==> src/rtl/multi_lane_aligner_if.sv <==
// Bus bundle for the multi-lane aligner: shared reference stream, per-lane
// receive words, and the per-lane bitslip / status outputs.
interface multi_lane_aligner_if #(
  parameter int WIDTH = 8,
  parameter int LANES = 4
);
  logic                     tx_stb;
  logic [WIDTH-1:0]         tx_dat;
  logic [LANES-1:0]         rx_stb;
  logic [LANES*WIDTH-1:0]   rx_dat;
  logic [LANES-1:0]         rx_bitslip;
  logic [LANES-1:0]         locked;
  logic [LANES-1:0]         fail;
  logic [LANES-1:0]         error;
  logic [LANES*16-1:0]      err_cnt;

  // Pattern source / SERDES side: drives data, watches status.
  modport master (
    output tx_stb, tx_dat, rx_stb, rx_dat,
    input  rx_bitslip, locked, fail, error, err_cnt
  );

  // Aligner side.
  modport slave (
    input  tx_stb, tx_dat, rx_stb, rx_dat,
    output rx_bitslip, locked, fail, error, err_cnt
  );
endinterface

==> src/rtl/multi_lane_aligner.sv <==
// Per-lane receive checker and bitslip aligner. Every lane compares its
// received words against the shared reference stream and runs its own
// search/lock machine, slipping the SERDES until the lane matches.
//
// state     | meaning
// ----------+-------------------------------------------------------------
// ST_SEARCH | counting good/bad compares, looking for lock or a slip
// ST_WAIT   | bitslip just issued; latches flushed while SERDES settles
// ST_LOCKED | lane aligned; errors counted, too many drop back to search
// ST_FAIL   | slip budget exhausted; terminal until reset
module multi_lane_aligner #(
  parameter int WIDTH       = 8,
  parameter int LANES       = 4,
  parameter int ERROR_COUNT = 8,
  parameter int LOCK_COUNT  = 64,
  parameter int SLIP_WAIT   = 16,
  parameter int MAX_SLIPS   = 2*WIDTH,
  parameter int ERROR_HOLD  = 2500000
) (
  input logic                clk,
  input logic                rst,
  multi_lane_aligner_if.slave bus
);

  localparam int GOOD_W = $clog2(LOCK_COUNT) + 1;
  localparam int BAD_W  = $clog2(ERROR_COUNT) + 1;
  localparam int SLIP_W = $clog2(MAX_SLIPS) + 1;
  localparam int WAIT_W = $clog2(SLIP_WAIT) + 1;
  localparam int HOLD_W = $clog2(ERROR_HOLD) + 1;

  localparam logic [GOOD_W-1:0] GOOD_LIM  = GOOD_W'(LOCK_COUNT);
  localparam logic [BAD_W-1:0]  BAD_LIM   = BAD_W'(ERROR_COUNT);
  localparam logic [SLIP_W-1:0] SLIP_LIM  = SLIP_W'(MAX_SLIPS);
  localparam logic [WAIT_W-1:0] WAIT_LOAD = WAIT_W'(SLIP_WAIT - 1);
  localparam logic [HOLD_W-1:0] HOLD_LOAD = HOLD_W'(ERROR_HOLD);

  typedef enum logic [1:0] {
    ST_SEARCH = 2'd0,
    ST_WAIT   = 2'd1,
    ST_LOCKED = 2'd2,
    ST_FAIL   = 2'd3
  } state_t;

  logic [LANES-1:0]    bitslip_v;
  logic [LANES-1:0]    locked_v;
  logic [LANES-1:0]    fail_v;
  logic [LANES-1:0]    error_v;
  logic [LANES*16-1:0] err_cnt_v;

  for (genvar i = 0; i < LANES; i++) begin : g_lane
    logic [WIDTH-1:0]  rx_word;
    logic              tx_valid, rx_valid;
    logic [WIDTH-1:0]  tx_q, rx_q;
    logic              flush, consume;
    logic              x_stb, x_err;

    state_t            state_q, state_d;
    logic [GOOD_W-1:0] good_q, good_d, good_inc;
    logic [BAD_W-1:0]  bad_q, bad_d, bad_inc;
    logic [SLIP_W-1:0] slip_q, slip_d, slip_inc;
    logic [WAIT_W-1:0] wait_q, wait_d;
    logic [15:0]       err_cnt_q, err_cnt_d;
    logic              bitslip_q, bitslip_d;
    logic [HOLD_W-1:0] hold_q;

    assign rx_word = bus.rx_dat[i*WIDTH +: WIDTH];
    assign flush   = (state_q == ST_WAIT);
    // A pair is only consumed outside WAIT so nothing sampled mid-slip
    // reaches the compare.
    assign consume = tx_valid & rx_valid & ~flush;

    // One-entry input latches; strobes into a full latch are dropped.
    always_ff @(posedge clk or posedge rst) begin
      if (rst) begin
        tx_valid <= 1'b0;
        rx_valid <= 1'b0;
        tx_q     <= '0;
        rx_q     <= '0;
      end else if (flush || consume) begin
        tx_valid <= 1'b0;
        rx_valid <= 1'b0;
      end else begin
        if (bus.tx_stb && !tx_valid) begin
          tx_valid <= 1'b1;
          tx_q     <= bus.tx_dat;
        end
        if (bus.rx_stb[i] && !rx_valid) begin
          rx_valid <= 1'b1;
          rx_q     <= rx_word;
        end
      end
    end

    // Registered compare event for the consumed pair.
    always_ff @(posedge clk or posedge rst) begin
      if (rst) begin
        x_stb <= 1'b0;
        x_err <= 1'b0;
      end else begin
        x_stb <= consume;
        x_err <= consume && (rx_q != tx_q);
      end
    end

    // FSM state and per-lane counters.
    always_ff @(posedge clk or posedge rst) begin
      if (rst) begin
        state_q   <= ST_SEARCH;
        good_q    <= '0;
        bad_q     <= '0;
        slip_q    <= '0;
        wait_q    <= '0;
        err_cnt_q <= '0;
        bitslip_q <= 1'b0;
      end else begin
        state_q   <= state_d;
        good_q    <= good_d;
        bad_q     <= bad_d;
        slip_q    <= slip_d;
        wait_q    <= wait_d;
        err_cnt_q <= err_cnt_d;
        bitslip_q <= bitslip_d;
      end
    end

    // Next-state, counter updates and the bitslip pulse.
    always_comb begin
      state_d   = state_q;
      good_d    = good_q;
      bad_d     = bad_q;
      slip_d    = slip_q;
      wait_d    = wait_q;
      err_cnt_d = err_cnt_q;
      bitslip_d = 1'b0;
      good_inc  = good_q + GOOD_W'(1);
      bad_inc   = bad_q + BAD_W'(1);
      slip_inc  = slip_q + SLIP_W'(1);

      case (state_q)
        ST_SEARCH: begin
          if (x_stb) begin
            if (x_err) begin
              good_d = '0;
              bad_d  = bad_inc;
              if (bad_inc == BAD_LIM) begin
                if (slip_inc < SLIP_LIM) begin
                  state_d   = ST_WAIT;
                  bitslip_d = 1'b1;
                  slip_d    = slip_inc;
                  wait_d    = WAIT_LOAD;
                  bad_d     = '0;
                end else begin
                  state_d = ST_FAIL;
                end
              end
            end else begin
              good_d = good_inc;
              if (good_inc == GOOD_LIM) begin
                state_d = ST_LOCKED;
                good_d  = '0;
                bad_d   = '0;
              end
            end
          end
        end

        ST_WAIT: begin
          if (wait_q == '0) begin
            state_d = ST_SEARCH;
            good_d  = '0;
            bad_d   = '0;
          end else begin
            wait_d = wait_q - WAIT_W'(1);
          end
        end

        ST_LOCKED: begin
          if (x_stb) begin
            if (x_err) begin
              bad_d = bad_inc;
              if (err_cnt_q != 16'hFFFF) begin
                err_cnt_d = err_cnt_q + 16'd1;
              end
              if (bad_inc == BAD_LIM) begin
                state_d = ST_SEARCH;
                good_d  = '0;
                bad_d   = '0;
                slip_d  = '0;
              end
            end else begin
              good_d = good_inc;
              // A full window of good words forgives earlier errors.
              if (good_inc == GOOD_LIM) begin
                good_d = '0;
                bad_d  = '0;
              end
            end
          end
        end

        ST_FAIL: begin
        end

        default: state_d = ST_SEARCH;
      endcase
    end

    // Error-hold timer: reloads on any errored compare outside WAIT.
    always_ff @(posedge clk or posedge rst) begin
      if (rst) begin
        hold_q <= '0;
      end else if (x_stb && x_err && (state_q != ST_WAIT)) begin
        hold_q <= HOLD_LOAD;
      end else if (hold_q != '0) begin
        hold_q <= hold_q - HOLD_W'(1);
      end
    end

    assign bitslip_v[i]          = bitslip_q;
    assign locked_v[i]           = (state_q == ST_LOCKED);
    assign fail_v[i]             = (state_q == ST_FAIL);
    assign error_v[i]            = (hold_q != '0);
    assign err_cnt_v[i*16 +: 16] = err_cnt_q;
  end

  assign bus.rx_bitslip = bitslip_v;
  assign bus.locked     = locked_v;
  assign bus.fail       = fail_v;
  assign bus.error      = error_v;
  assign bus.err_cnt    = err_cnt_v;

endmodule
==> src/flat_wrapper.sv <==
// flat-port wrapper written by rule: the top's interface ports become plain ports
module multi_lane_aligner_flat 
#(
  parameter int WIDTH       = 8,
  parameter int LANES       = 4,
  parameter int ERROR_COUNT = 8,
  parameter int LOCK_COUNT  = 64,
  parameter int SLIP_WAIT   = 16,
  parameter int MAX_SLIPS   = 2*WIDTH,
  parameter int ERROR_HOLD  = 2500000
)
  (clk, rst, bus_tx_stb, bus_tx_dat, bus_rx_stb, bus_rx_dat, bus_rx_bitslip, bus_locked, bus_fail, bus_error, bus_err_cnt);
  multi_lane_aligner_if #(.WIDTH(WIDTH), .LANES(LANES)) bus_i ();
  input logic clk;
  input logic rst;
  input wire logic [$bits(bus_i.tx_stb)-1:0] bus_tx_stb;
  input wire logic [$bits(bus_i.tx_dat)-1:0] bus_tx_dat;
  input wire logic [$bits(bus_i.rx_stb)-1:0] bus_rx_stb;
  input wire logic [$bits(bus_i.rx_dat)-1:0] bus_rx_dat;
  output wire logic [$bits(bus_i.rx_bitslip)-1:0] bus_rx_bitslip;
  output wire logic [$bits(bus_i.locked)-1:0] bus_locked;
  output wire logic [$bits(bus_i.fail)-1:0] bus_fail;
  output wire logic [$bits(bus_i.error)-1:0] bus_error;
  output wire logic [$bits(bus_i.err_cnt)-1:0] bus_err_cnt;
  assign bus_i.tx_stb = bus_tx_stb;
  assign bus_i.tx_dat = bus_tx_dat;
  assign bus_i.rx_stb = bus_rx_stb;
  assign bus_i.rx_dat = bus_rx_dat;
  assign bus_rx_bitslip = bus_i.rx_bitslip;
  assign bus_locked = bus_i.locked;
  assign bus_fail = bus_i.fail;
  assign bus_error = bus_i.error;
  assign bus_err_cnt = bus_i.err_cnt;
  multi_lane_aligner #(.WIDTH(WIDTH), .LANES(LANES), .ERROR_COUNT(ERROR_COUNT), .LOCK_COUNT(LOCK_COUNT), .SLIP_WAIT(SLIP_WAIT), .MAX_SLIPS(MAX_SLIPS), .ERROR_HOLD(ERROR_HOLD)) u_core (.clk(clk), .rst(rst), .bus(bus_i));
endmodule
==> config.mk <==
export PLATFORM = sky130hd
export DESIGN_NAME = multi_lane_aligner_flat
export DESIGN_NICKNAME = d
export VERILOG_FILES = /design/src/rtl/multi_lane_aligner_if.sv /design/src/rtl/multi_lane_aligner.sv /design/src/flat_wrapper.sv
export SDC_FILE = /design/constraint.sdc
export NUM_CORES = 1
export LEC_CHECK = 0
export CAP_MARGIN = 30
export CORE_ASPECT_RATIO = 0.5
export CORE_MARGIN = 1.5
export CORE_UTILIZATION = 59
export DETAILED_ROUTE_END_ITERATION = 6
export PLACE_DENSITY = 0.81
export SLEW_MARGIN = 20
export SYNTH_ARGS = -nofsm -noshare
export SYNTH_HDL_FRONTEND = slang
export SYNTH_SLANG_ARGS = --single-unit
==> constraint.sdc <==
create_clock -name clk -period 12.4 [get_ports clk]
set_input_delay 2.48 -clock clk [delete_from_list [all_inputs] [get_ports clk]]
set_output_delay 2.48 -clock clk [all_outputs]
set_load 0.005 [all_outputs]
* Yosys cells after proc, flatten, opt, wreduce, memory -nomap -nowiden
Index checks and enable logic that the tools add are counted.
** Storage, ports and cells
- Register bits :: 332
- Word-level logic and storage cells :: 492
- Input port bits :: 47
** Cells by class
- Magnitude comparators :: 4
- Bitwise gates (word level) :: 16
- Mux-type cells :: 212
- Eq/ne operators :: 80
- Reductions and logical operators :: 100
- Add/sub/neg operators :: 24
** Operator list (number)
- $mux 5 :: 48
- $mux 7 :: 28
- $mux 23 :: 8
- $mux 4 :: 36
- $reduce_bool 23->1 :: 4
- $sub 23x1->23 const B :: 4
- $pmux 7 s3 :: 4
- $pmux 5 s2 :: 8
- $mux 2 :: 36
- $add 16x1->16 const B :: 4
- $ne 16x16->1 const B :: 4
- $ne 2x1->1 const B :: 32
- $reduce_and 8->1 :: 8
- $pmux 4 s3 :: 4
- $reduce_bool 2->1 :: 20
- $mux 1 :: 36
- $ne 8x8->1 :: 4
- $reduce_and 4->1 :: 8
- $add 7x1->7 const B :: 4
- $eq 7x7->1 const B :: 4
- $ne 3x3->1 const B :: 8
- $pmux 2 s3 :: 4
- $reduce_and 6->1 :: 4
- $add 5x1->5 const B :: 4
- other kinds (18) :: 112

* Logic depth before layout (Yosys ltp)
Gate-level depths: netlist (run 1).
- Depth in word-level cells :: 7
- Mapped depth :: 8
- Depth with buffers taken out :: 7

* Least setup slack after synthesis (run 1)
No wires, ideal clock.
- Kind :: register -> output
- Start point :: reg u_core.g_lane[1].hold_q[0]
- End point :: out bus_error[1]
- Data arrival time :: 1.805 ns
- Setup slack :: 8.115 ns
- Required time :: 9.920 ns
- Cell stages (with the launch flop) :: 7
- Buffers on the path :: 1
- Cells stage by stage :: dfrtp_1 -> inv_1 -> ha_1 -> nor4b_1 -> nand4_1 -> or2_2 -> buf_2
** Between the ends
- Longest elaborated chain between the ends :: 1
** RTL lines
- start: declaration :: line multi_lane_aligner.sv:64 : logic [HOLD_W-1:0] hold_q;
- start signal: assignment :: line multi_lane_aligner.sv:215 : hold_q <= hold_q - HOLD_W'(1);
- $reduce_bool 23->1 :: line multi_lane_aligner.sv:222 : assign error_v[i] = (hold_q != '0);
- end: declaration :: line flat_wrapper.sv:23 : output wire logic [$bits(bus_i.error)-1:0] bus_error;
Every way passes these cells.

* Worst setup path after layout (run 1)
- Start point :: reg u_core.g_lane[0].hold_q[9]
- End point :: out bus_error[0]
** Between the ends
- Longest elaborated chain between the ends :: 1
** RTL lines (line)
- start: declaration :: multi_lane_aligner.sv:64
- start signal: assignment :: multi_lane_aligner.sv:215
- $reduce_bool 23->1 :: multi_lane_aligner.sv:222
Every way passes these cells.

==> results by stage, run 1 <==
Run status:
- The flow ran to the end, and the final reports show no timing, DRC or antenna violations.

STA:
- Measured against its own limit, the worst slew margin works out to 40.5%.
- Adding up every negative setup slack in the final design gives 0 ps.
- The highest attainable clock frequency is 175 MHz.
- Setup repair after global routing left no endpoint under its margin.
- The total count of hold-check failures in the final report was 0.
- At the pin with the least slew margin, the transition time is 885 ps.
- Dividing the final minimum period by the clock period gives 46.1%.
- The clock arrives with 17.6 ps of skew.
- The clock period could shrink to 5720 ps.
- Setup violations remaining at the end of the flow were counted as 0.
- The count of pins over their slew limit is 0.

Worst setup path:
- The launch point of the critical path is u_core.g_lane[0].hold_q[9].
- The type of element capturing the critical path is an output pin.
- The setup path with the least slack is of type register to output pin.
- In this design, the stage delay of the slowest critical-path cell is 570 ps.
- In this run the critical register-to-register path is launched from u_core.g_lane[0].hold_q[9].
- The critical path runs through a total of 5 cells.
- The kind of cell with the highest combined delay on the critical path is simple AND/OR/NAND/NOR gates.
- The critical path goes through nor4_1 -> nand3b_1 -> nor3_4 -> clkinv_1 -> clkdlybuf4s50_1.
- The slowest library cell on the worst path is sky130_fd_sc_hd__clkdlybuf4s50_1.
- The element type at the critical path start is a register.
- The data required time of the worst path is 9920 ps.
- The maximum fanout count along the critical path is 11.
- The critical path contains buffers and inverters numbering 2 combined.
- The worst reg-to-reg path cell count is 6.
- Data arrives at the worst endpoint at 3240 ps.

Floorplanning:
- After floorplanning, the core was sized to cover 0.0281 sq mm.
- The die is 124 microns tall.
- The die is 244 microns wide.
- In this run the count of I/O pins placed on the die edge is 127.
- The initial utilization of the core area, before any placement, comes to 61.0%.
- The placement row count is 43.
- The die footprint is 0.0302 sq mm.

Clock network:
- The CTS sink count is 332.
- The level count of the clock H-tree is 1.
- The number of buffers on the longest clock path is 3.
- The buffer type at the clock tree root is sky130_fd_sc_hd__clkbuf_16.
- In this run the post-CTS setup repair buffer count came out at 0.
- The TritonCTS clock tree is done.
- The number of gates resized after CTS was 0.
- After clock tree synthesis, the flow added hold-fix buffers numbering 0.
- After clock tree synthesis, the clock-pin slew on the worst setup and hold paths is 70 ps.
- The clock latency on the worst-skew pair is 570 ps.
- Buffers inserted during clock tree synthesis total 29.

Global route:
- The number of global-route vias before repair was 13.4k.
- Global routing consumed, over all layers together, 26.1% of the routing resources.
- The global-route wire length before repair is 64900 microns.
- Entering global routing, the biggest net connects 198 pins.
- The initial antenna violation count came to 2.
- The total congestion overflow after global routing is 0.

Placed design:
- The placed standard-cell area is 0.0188 sq mm.
- Summed over all nets, the half-perimeter wirelength after detailed placement is 27100 microns.
- The routability congestion estimate from global placement is 0.906.
- During placement, the flow inserted port buffers numbering 126.

Routing:
- Using the TritonRoute via totals, the vias-per-cell ratio works out to 6.19.
- Wires add up to 39600 microns.
- The first TritonRoute pass finished after 5 iterations.
- The count of unresolved DRC violations after routing is 0.
- The number of vias after detailed routing is 13.7k.
- In the final routed layout, each cell accounts on average for 17.9 microns.
- Once detail routing completed, the nets flagged for antenna violations numbered 0.
- In this run, the number of DRC markers left after iteration 0 of detailed routing was 1253.

Min path:
- The startpoint identified for the worst hold timing path is u_core.g_lane[3].err_cnt_q[7].
- In this run the worst hold path is classified as register to register.
- Along the worst hold path, the cell count comes to 1.

Run:
- Across the run, the number of max-cap violations was 0.

Final layout:
- Fill cells in the final layout number 1979.
- The share of cells above drive strength 1 is 8.82%.
- The post-route cell area is 0.0199 sq mm.
- The final-stage net count is 1901.
- The area overhead of the layout relative to synthesis is 15.8%.

Pwr:
- Dividing total power by cell area gives a power density of 208 mW/mm^2.
- The switching power total is 1.52 mW.
- Of the total power, the share spent switching nets is 36.9%.
- The register share of total power is 42.5%.
- In this run, the combinational gates consume 33.8% of the power.
- The cell internal power dissipation is 2.61 mW.
- The clock network fraction of total power is 23.7%.
- The peak supply drop is 121 uV.
- The analysis attributes to cell leakage a power of 8.24 nW.

Logic synthesis:
- The number of nets produced by synthesis is 1775.
- The warning count from the yosys run is 0.
- The biggest area consumer among synthesized cells is sky130_fd_sc_hd__dfrtp_1.
- The proportion of synthesized chip area in sequential cells is 48.4%.
- The most used flip-flop cell after synthesis is sky130_fd_sc_hd__dfrtp_1.
- Yosys attributes the largest share of cell area to sky130_fd_sc_hd__dfrtp_1, sky130_fd_sc_hd__mux2_2, sky130_fd_sc_hd__xnor2_1, sky130_fd_sc_hd__xor2_1, sky130_fd_sc_hd__ha_1.
- Counting distinct cell types in the post-synthesis netlist gives 82.
- Synthesis handed over a netlist of 1681 instances.
- The fraction of registers with async set/reset is 100%.
- The synthesis-stage register bit count is 332.
- In this run the mean area of a mapped cell was 10.2 sq um.
- The share of synthesized area in the top cell type comes to 48.4%.
- The post-synth design cell area is 0.0172 sq mm.
- The number of synthesized flops with an enable pin is 0.
==> power by group through the flow <==
stage / registers [mW] / logic [mW] / clock network, mW
2_1_floorplan: 1.66 / 1.08 / 0
5_1_grt: 1.80 / 1.56 / 1.04
3_5_place_dp: 1.76 / 1.37 / 0
4_1_cts: 1.75 / 1.39 / 0.997
3_3_place_gp: 1.73 / 1.29 / 0
6_report: 1.76 / 1.40 / 0.979
==> area by class of cell <==
cell class / count / area (sq um) / share of cell area, %
multi-input combinational: 1249 / 8450 / 42.6
sequential: 332 / 8310 / 41.8
timing repair buffer: 135 / 1370 / 6.92
clock buffer: 41 / 831 / 4.18
tap: 382 / 478 / 2.41
inverter: 60 / 233 / 1.17
clock inverter: 9 / 179 / 0.901
antenna: 2 / 5.00 / 0.0252
==> cell usage after synthesis, types with 9 or more instances <==
cell	instances
sky130_fd_sc_hd__a211oi_1	18
sky130_fd_sc_hd__a21oi_1	76
sky130_fd_sc_hd__a31o_2	9
sky130_fd_sc_hd__a31oi_1	14
sky130_fd_sc_hd__and2_1	11
sky130_fd_sc_hd__and3_1	33
sky130_fd_sc_hd__clkbuf_1	30
sky130_fd_sc_hd__dfrtp_1	332
sky130_fd_sc_hd__ha_1	47
sky130_fd_sc_hd__inv_1	55
sky130_fd_sc_hd__mux2_2	74
sky130_fd_sc_hd__mux2i_1	9
sky130_fd_sc_hd__nand2_1	118
sky130_fd_sc_hd__nand2b_1	25
sky130_fd_sc_hd__nand3_1	69
sky130_fd_sc_hd__nand4_1	33
sky130_fd_sc_hd__nor2_1	124
sky130_fd_sc_hd__nor2b_1	13
sky130_fd_sc_hd__nor3_1	54
sky130_fd_sc_hd__nor4_1	41
sky130_fd_sc_hd__nor4b_1	10
sky130_fd_sc_hd__o211ai_1	20
sky130_fd_sc_hd__o21a_1	12
sky130_fd_sc_hd__o21ai_0	83
sky130_fd_sc_hd__o31ai_1	16
sky130_fd_sc_hd__o41ai_1	16
sky130_fd_sc_hd__or3_1	24
sky130_fd_sc_hd__or4_1	15
sky130_fd_sc_hd__xnor2_1	74
sky130_fd_sc_hd__xor2_1	68
==> placed cells by master, fill, tap and decap left out, types with 10 or more instances in the layout <==
cell type	count
sky130_fd_sc_hd__clkbuf_16	29
sky130_fd_sc_hd__or4_1	15
sky130_fd_sc_hd__nor4_1	41
sky130_fd_sc_hd__nand4_1	33
sky130_fd_sc_hd__and3_1	33
sky130_fd_sc_hd__o21ai_0	83
sky130_fd_sc_hd__o31ai_1	16
sky130_fd_sc_hd__a21oi_1	76
sky130_fd_sc_hd__nand2b_1	25
sky130_fd_sc_hd__a211oi_1	18
sky130_fd_sc_hd__nor3_1	54
sky130_fd_sc_hd__nor2b_1	13
sky130_fd_sc_hd__inv_1	54
sky130_fd_sc_hd__o41ai_1	16
sky130_fd_sc_hd__clkdlybuf4s50_1	126
sky130_fd_sc_hd__and2_1	11
sky130_fd_sc_hd__a31oi_1	14
sky130_fd_sc_hd__o211ai_1	20
sky130_fd_sc_hd__dfrtp_1	332
sky130_fd_sc_hd__o21a_1	12
sky130_fd_sc_hd__ha_1	47
sky130_fd_sc_hd__xor2_1	68
sky130_fd_sc_hd__nand2_1	118
sky130_fd_sc_hd__nor2_1	124
sky130_fd_sc_hd__nand3_1	69
sky130_fd_sc_hd__mux2_2	74
sky130_fd_sc_hd__nor4b_1	10
sky130_fd_sc_hd__xnor2_1	74
sky130_fd_sc_hd__or3_1	24
==> metrics by stage <==
stage / instances / setup WS, ps / utilization, % / hold slack [ps] / power, mW
floorplan: 1681 / 724 / - / 451 / 2.74
global placement: 2150 / 7430 / 66.6 / 473 / 3.02
detailed placement: 2152 / 7300 / 66.7 / 479 / 3.13
CTS: 2202 / 6680 / 70.3 / 491 / 4.13
global route: 2210 / 6530 / 70.6 / 500 / 4.40
finish: 2210 / 6680 / 70.6 / 495 / 4.13
==> kinds of logic (layout without fill, tap and decap cells) <==
family / after synthesis / count (layout) / synth area share [%]
other: 0 / 2 / 0
adder cells (fa/ha/maj): 47 / 47 / 3.43
XOR/XNOR: 142 / 142 / 7.25
AO/OA/AOI/OAI: 358 / 358 / 14.0
flip-flops: 332 / 332 / 48.4
AND/OR/NAND/NOR: 619 / 619 / 19.2
multiplexers: 83 / 83 / 5.38
buffers and inverters: 100 / 245 / 2.33
==> metal layers <==
layer | part of all wire (%) | routed length, microns | vias up | global-route usage, %
met4 | 2.2 | 865 | 0 | 7.25
li1 | - | - | 6436 | -
met5 | 0 | 0 | - | 0
met1 | 43 | 17200 | 6818 | 34.2
met2 | 50 | 20000 | 362 | 46.1
met3 | 4.0 | 1600 | 67 | 3.43
==> registers in the layout, indices dropped and copies added, names as in the netlist, 8 cells and up <==
register                 flops
u_core.g_lane.err_cnt_q     64
u_core.g_lane.rx_q          32
u_core.g_lane.good_q        28
u_core.g_lane.bad_q         16
u_core.g_lane.tx_q          32
u_core.g_lane.slip_q        20
u_core.g_lane.hold_q        92
u_core.g_lane.state_q        8
u_core.g_lane.wait_q        20
==> worst reg2reg max path: cells and delay by family, from the launching register on <==
| family | cells | cell delay, ps |
|---|---|---|
| AOI/OAI and AO/OA | 3 | 990 |
| buffers and inverters | 1 | 290 |
| DFF | 1 | 430 |
| and+or+nand+nor | 2 | 930 |
==> path summary, 6_finish.rpt <==
kind / end / slack, ps
max reg2reg: u_core.g_lane[0].hold_q[9] / 9680
min in group asynchronous: u_core.g_lane[2].err_cnt_q[5] / 2310
max: bus_error[0] / 6680
min: u_core.g_lane[3].err_cnt_q[7] / 490
min reg2reg: u_core.g_lane[3].err_cnt_q[7] / 490
max in group asynchronous: u_core.g_lane[3].state_q[1] / 8680
(Power assumes the default switching activity.)
==> run 2, diff against run 1 <==
CORE_UTILIZATION = 54   (was 59)
PLACE_DENSITY = 0.78   (was 0.81)
clock period = 5 ns   (was 12.4 ns; I/O delays follow)
==> results by stage, run 2 (synthesized netlist as in run 1, its figures left out) <==
Run status:
- The flow ran to the end, and the final reports show no timing, DRC or antenna violations.

Clock network:
- The CTS sink count is 332 (unchanged).
- The total clock buffers created by CTS is 31 (+6.9%).
- The hold buffer count at cts is 0 (unchanged).
- The number of buffers on the longest clock path is 3 (unchanged).
- The number of setup buffers added after CTS was 0 (unchanged).
- The level count of the clock H-tree is 1 (unchanged).
- The quantity of gates resized following cts was 0 (unchanged).
- The TritonCTS clock tree is done.
- The clock transition at the registers of the reported paths was 70 ps (about the same).
- The clock latency on the worst-skew pair is 570 ps (about the same).
- CTS placed an instance of sky130_fd_sc_hd__clkbuf_16 at the clock tree root.

Worst setup path:
- The slowest library cell on the worst path is sky130_fd_sc_hd__clkdlybuf4s50_1.
- The worst setup path is launched from a register.
- The maximum fanout count along the critical path came to 11 (unchanged).
- The arrival time of the worst setup path is 3150 ps (-90 ps).
- The launch point of the critical path is u_core.g_lane[0].hold_q[4].
- The type of element capturing the critical path is an output pin.
- The critical path is of the register to output pin type.
- The biggest cell delay along the critical path is 550 ps (-20 ps).
- The worst register-to-register path begins at u_core.g_lane[2].state_q[1].
- The worst reg-to-reg path cell count came to 7 (+1).
- The signal on the critical path passes through nor4_4 -> nand3b_1 -> nor3_4 -> clkinv_1 -> clkdlybuf4s50_1.
- The minimum setup slack among reg-to-reg paths is 2420 ps (-7260 ps).
- The endpoint identified for the worst register-to-register timing path is u_core.g_lane[2].state_q[1].
- The data required time of the worst path came to 4000 ps (-5920 ps).

Final layout:
- The post-route cell area is 0.0198 sq mm (-0.23%).
- The largest registers in the layout are u_core.g_lane.hold_q (92), u_core.g_lane.err_cnt_q (64).
- The area overhead of the layout relative to synthesis is 15.5%.
- The final-stage net count came to 1902 (+0.053%).
- The library cells used most frequently in the layout, excluding fill and tap cells, are sky130_fd_sc_hd__dfrtp_1, sky130_fd_sc_hd__clkdlybuf4s50_1, sky130_fd_sc_hd__nor2_1, sky130_fd_sc_hd__nand2_1, sky130_fd_sc_hd__o21ai_0.
- The most common cell after layout, fill and taps aside is sky130_fd_sc_hd__dfrtp_1.
- The share of cells above drive strength 1 came to 8.86% (+0.040 points).
- Counting flops per register, the top entry is u_core.g_lane.hold_q.
- The flip-flop count of the largest register, all copies and words added is 92 (unchanged).

Routing:
- The count of unresolved DRC violations after routing was 0 (unchanged).
- The number of search-and-repair iterations in the first detailed-routing pass is 5 (unchanged).
- The final wirelength is 36100 microns (-8.8%).
- The via density per instance was 5.86 (-5.3%).
- The DRC marker count from the first detailed-route iteration is 878 (-30%).
- The detailed-route wire length per cell is 16.0 microns (-11%).
- The count of antenna-violating nets left after detailed routing was 0 (unchanged).
- The number of vias after detailed routing is 13.2k (-3.5%).

Floorplanning:
- The placeable core area is 0.0308 sq mm (+9.5%).
- The initial core utilization is 55.7% (-5.3 points).
- The vertical die dimension came to 129 microns (+4.4%).
- The top-level port count is 127 (unchanged).
- The die footprint is 0.0329 sq mm (+9.1%).
- The die span in x is 255 microns (+4.5%).
- The placement row count is 45 (+4.7%).

Pwr:
- The switching part of the total came to 36.8% (-0.042 points).
- The total power divided by cell area is 504 mW/mm^2 (+140%).
- The clock network fraction of total power is 22.6% (-1.1 points).
- The cell internal power dissipation is 6.31 mW (+140%).
- The switching power total is 3.68 mW (+140%).
- The peak supply drop is 280 uV (+130%).
- The register share of total power was 43.4% (+0.9 points).
- The overall power after layout came to 9.98 mW (+140%).
- The leakage power is 8.19 nW (-0.54%).
- The share of total power in combinational logic is 34.0% (+0.2 points).

Global route:
- The global-route usage over all layers is 22.6% (-3.5 points).
- The initial antenna violation count is 1 (-1).
- The total congestion overflow after global routing is 0 (unchanged).
- The number of global-route vias before repair was 12.7k (-5.3%).
- The global-route wire length before repair came to 61900 microns (-4.7%).
- The maximum number of pins on one net before global-route repair was 175 (-12%).

Placed design:
- The count of buffers from port buffering was 126 (unchanged).
- The placed standard-cell area was 0.0188 sq mm (+0.47%).
- The worst slack at placement came to 1480 ps (-5820 ps).
- The half-perimeter wire length of the detailed placement result is 25000 microns (-7.8%).
- The routability congestion estimate from global placement is 0.888 (-2.0%).

Min path:
- The origin of the worst min-delay path is u_core.g_lane[3].slip_q[3].
- The class of the worst hold path is register to register.
- The instance count along the most critical hold path is 1 (unchanged).
- The path with the worst hold slack has its endpoint at u_core.g_lane[3].slip_q[3].

STA:
- The final-layout worst hold slack is 489 ps (-5.85 ps).
- The final setup slack of the worst path is 847 ps (-5830 ps).
- The count of pins over their slew limit was 0 (unchanged).
- The total count of hold-check failures in the final report is 0 (unchanged).
- Timing would allow up to 241 MHz.
- The count of final setup violators is 0 (unchanged).
- The transition time at the pin with the least slew margin was 905 ps (+19.9 ps).
- The final clock skew is 12.1 ps (-5.46 ps).
- Counting I/O delays and the setup requirement, the final critical path takes 4150 ps.
- The tightest slew margin relative to the limit is 39.7% (-0.87 points).
- In the finished design, the share of the clock period the worst path needs comes to 83.1%.
- Setup repair after global routing left no endpoint under its margin.

Run:
- The number of maximum-capacitance violations was 0 (unchanged).
[run 2: changes by cell type in the layout (fill, tap and decap cells not counted), sizes merged]
cell | previous run | this run
bufinv | 5 | 1
inv | 56 | 55
clkinv | 7 | 12
diode | 2 | 1
clkinvlp | 1 | 2
clkbuf | 43 | 44
buf | 7 | 8
[run 2: per-layer routing]
layer	share of wire, %	track usage, %	up-vias	wire length (microns)
met5	0	0	-	0
met2	48	38.2	206	17400
li1	-	-	6450	-
met3	3.2	3.29	42	1140
met4	1.8	4.52	0	646
met1	47	31.2	6508	16900
[run 2: worst max path at each step]
stage,endpoint,slack [ps],cells after the start
2_1_floorplan,u_core.g_lane[0].bad_q[0],-430,1
3_3_place_gp,bus_error[0],1510,5
3_5_place_dp,bus_error[0],1480,5
4_1_cts,bus_error[1],820,6
5_1_grt,bus_error[0],680,5
6_report,bus_error[0],850,5
[run 2: cell type report]
cell class,instances,area [sq um]
antenna,1,2.50
clock buffer,44,865
clock inverter,10,81.3
fill,2443,11000
inverter,60,229
multi-input combinational,1249,8460
sequential,332,8310
tap,423,529
timing repair buffer,134,1340
[run 2: power by group through the flow]
stage	sequential, mW	clock [mW]	combinational [mW]
CTS	4.32	2.32	3.40
detailed placement	4.36	0	3.37
floorplan	4.12	0	2.69
global placement	4.31	0	3.27
global route	4.46	2.44	3.84
finish	4.33	2.26	3.39
[run 2: worst max-delay path, delay by kind of cell, from the launching register on]
kind	cells	cell delay [ps]
buffers and inverters	2	880
DFF	1	470
and+or+nand+nor	3	1240
[run 2: metrics by stage]
| step | TNS, ps | utilization, % | std cells |
|---|---|---|---|
| CTS | 0 | 64.3 | 2251 |
| global route | 0 | 64.3 | 2253 |
| global placement | 0 | 61.1 | 2193 |
| detailed placement | 0 | 61.2 | 2197 |
| finish | 0 | 64.3 | 2253 |
| floorplan | -144300 | - | 1681 |
==> run 3, diff against run 2 <==
CORE_UTILIZATION = 59   (was 54)
PLACE_DENSITY = 0.81   (was 0.78)
clock period = 4.25 ns   (was 5 ns; I/O delays follow)
==> results by stage, run 3 (synthesized netlist as in run 1, its figures left out) <==
Run status:
- The flow ran to the end, and the final reports show no timing, DRC or antenna violations.

Routing:
- The DRC marker count from the first detailed-route iteration was 1124 (+28%).
- The number of vias after detailed routing is 13.6k (+2.9%).
- The sum of met3 wire segment lengths after detailed routing was 1480 microns (+30%).
- The met1 routed wirelength after detailed routing is 16400 microns (-2.9%).
- The count of antenna-violating nets left after detailed routing is 0 (unchanged).
- The count of unresolved DRC violations after routing is 0 (unchanged).
- The detailed-route wire length per cell is 17.2 microns (+7.3%).
- The met2 routed wirelength is 19300 microns (+11%).
- The top layer used by detailed routing is met4.
- The via density per instance is 6.14 (+4.7%).
- The number of search-and-repair iterations in the first detailed-routing pass is 6 (+1).
- The final wirelength is 38100 microns (+5.4%).

STA:
- The final period demand of the worst path is 3880 ps.
- The final setup slack of the worst path is 368 ps (-479 ps).
- The count of pins over their slew limit is 0 (unchanged).
- The worst path uses 91.3% of the clock period.
- The count of final setup violators was 0 (unchanged).
- The final clock skew was 13.7 ps (+1.56 ps).
- The transition time at the pin with the least slew margin is 783 ps (-122 ps).
- The total count of hold-check failures in the final report came to 0 (unchanged).
- The highest attainable clock frequency is 258 MHz.
- Setup repair after global routing left no endpoint under its margin.
- The tightest slew margin relative to the limit is 47.4% (+7.7 points).
- The final-layout worst hold slack was 494 ps (+5.12 ps).
- The final sum of negative setup slack was 0 ps (unchanged).

Clock network:
- The CTS sink count is 332 (unchanged).
- The number of setup buffers added after CTS is 0 (unchanged).
- The TritonCTS clock tree is done.
- The clock latency on the worst-skew pair came to 560 ps (about the same).
- The buffer type at the clock tree root is sky130_fd_sc_hd__clkbuf_16.
- The hold buffer count at cts was 0 (unchanged).
- The total clock buffers created by CTS came to 29 (-6.5%).
- The number of buffers on the longest clock path is 3 (unchanged).
- The quantity of gates resized following cts was 0 (unchanged).
- The clock transition at the registers of the reported paths is 70 ps (about the same).
- The level count of the clock H-tree is 1 (unchanged).

Floorplanning:
- The vertical die dimension is 124 microns (-4.2%).
- The top-level port count is 127 (unchanged).
- The placeable core area is 0.0281 sq mm (-8.6%).
- The initial core utilization is 61.0% (+5.3 points).
- The placement row count is 43 (-4.4%).
- The die footprint came to 0.0302 sq mm (-8.3%).
- The die span in x is 244 microns (-4.3%).

Final layout:
- The register with the most flip-flops is u_core.g_lane.hold_q.
- Leaving out fill and tap cells, the most frequent cell in the layout is sky130_fd_sc_hd__dfrtp_1.
- The final design utilization came to 70.4% (+6.1 points).
- The top cell types in the final layout, fill and taps aside, are sky130_fd_sc_hd__dfrtp_1, sky130_fd_sc_hd__clkdlybuf4s50_1, sky130_fd_sc_hd__nor2_1, sky130_fd_sc_hd__nand2_1, sky130_fd_sc_hd__o21ai_0.
- The count of non-filler cells in the finished layout came to 2214 (-1.7%).
- The flip-flop count of the largest register, all copies and words added was 92 (unchanged).
- The area overhead of the layout relative to synthesis is 15.5% (about the same).
- The number of fillers in the final layout is 2041 (-16%).
- The post-route cell area is 0.0198 sq mm (about the same).
- The share of cells above drive strength 1 was 9.13% (+0.27 points).
- In the final layout, the registers with the most flip-flops are u_core.g_lane.hold_q (92), u_core.g_lane.err_cnt_q (64).
- The final-stage net count is 1904 (+0.11%).

Global route:
- The initial antenna violation count was 2 (+1).
- The global-route wire length before repair is 63200 microns (+2.1%).
- The global-route usage over all layers came to 25.1% (+2.6 points).
- The maximum number of pins on one net before global-route repair is 116 (-34%).
- The total congestion overflow after global routing was 0 (unchanged).
- The number of global-route vias before repair was 13.2k (+4.2%).

Placed design:
- The routability congestion estimate from global placement is 0.903 (+1.7%).
- The worst slack at placement is 824 ps (-660 ps).
- The count of buffers from port buffering is 126 (unchanged).
- The cell count after placement was 2156 (-1.9%).
- The placed standard-cell area is 0.0188 sq mm (-0.19%).
- The half-perimeter wire length of the detailed placement result is 26800 microns (+7.2%).

Worst setup path:
- The worst reg-to-reg path cell count came to 8 (+1).
- The maximum fanout count along the critical path is 10 (-1).
- The worst setup path is launched from a register.
- The data required time of the worst path is 3400 ps (-600 ps).
- The worst register-to-register path begins at u_core.g_lane[0].hold_q[8].
- The minimum setup slack among reg-to-reg paths is 1530 ps (-890 ps).
- The destination of the worst register-to-register timing path is u_core.g_lane[0].hold_q[11].
- The type of element capturing the critical path is an output pin.
- The path type of the worst setup path is register to output pin.
- The arrival time of the worst setup path came to 3030 ps (-120 ps).

Pwr:
- The total power divided by cell area came to 595 mW/mm^2 (+18%).
- The peak supply drop is 409 uV (+46%).
- The overall power after layout came to 11.8 mW (+18%).
- The leakage power is 8.21 nW (+0.26%).

Min path:
- The worst hold path begins at u_core.g_lane[2].err_cnt_q[12].
- The hold path endpoint is u_core.g_lane[2].err_cnt_q[12].
- The instance count along the most critical hold path is 1 (unchanged).
- The min-delay analysis places its worst path in the category register to register.

Run:
- The number of maximum-capacitance violations is 0 (unchanged).
==> run 3: metal layers <==
layer,track usage (%),up-vias
li1,-,6432
met1,32.4,6741
met2,44.9,349
met3,3.51,63
met4,7.25,0
met5,0,-
==> run 3: report_power, final <==
group	leakage (nW)	switching, mW	internal (mW)
registers	4.17	0.998	4.11
clock network	0.464	1.17	1.48
logic	3.58	2.19	1.84
==> run 3: worst max-delay path by stage <==
stage / startpoint / to / slack, ps
after floorplan: rst / u_core.g_lane[0].bad_q[0] / -1030
after global placement: u_core.g_lane[0].hold_q[4] / bus_error[0] / 960
after detailed placement: u_core.g_lane[0].hold_q[8] / bus_error[0] / 820
after CTS: u_core.g_lane[0].hold_q[8] / bus_error[0] / 190
after global routing: u_core.g_lane[1].hold_q[0] / bus_error[1] / 130
final: u_core.g_lane[1].hold_q[0] / bus_error[1] / 370
==> run 3: final cells by class <==
type	instances	area, sq um	share of cell area [%]
clock buffer	41	831	4.19
timing repair buffer	138	1390	7.00
inverter	60	229	1.16
clock inverter	10	110	0.556
tap	382	478	2.41
multi-input combinational	1249	8460	42.7
sequential	332	8310	41.9
antenna	2	5.00	0.0253
==> run 3: worst max-delay path, stage by stage (launching register included) <==
cell	delay, ps
sky130_fd_sc_hd__dfrtp_1	400
sky130_fd_sc_hd__inv_1	70
sky130_fd_sc_hd__ha_1	200
sky130_fd_sc_hd__nor4b_1	420
sky130_fd_sc_hd__nand4_1	410
sky130_fd_sc_hd__or2_2	500
sky130_fd_sc_hd__clkdlybuf4s50_1	460
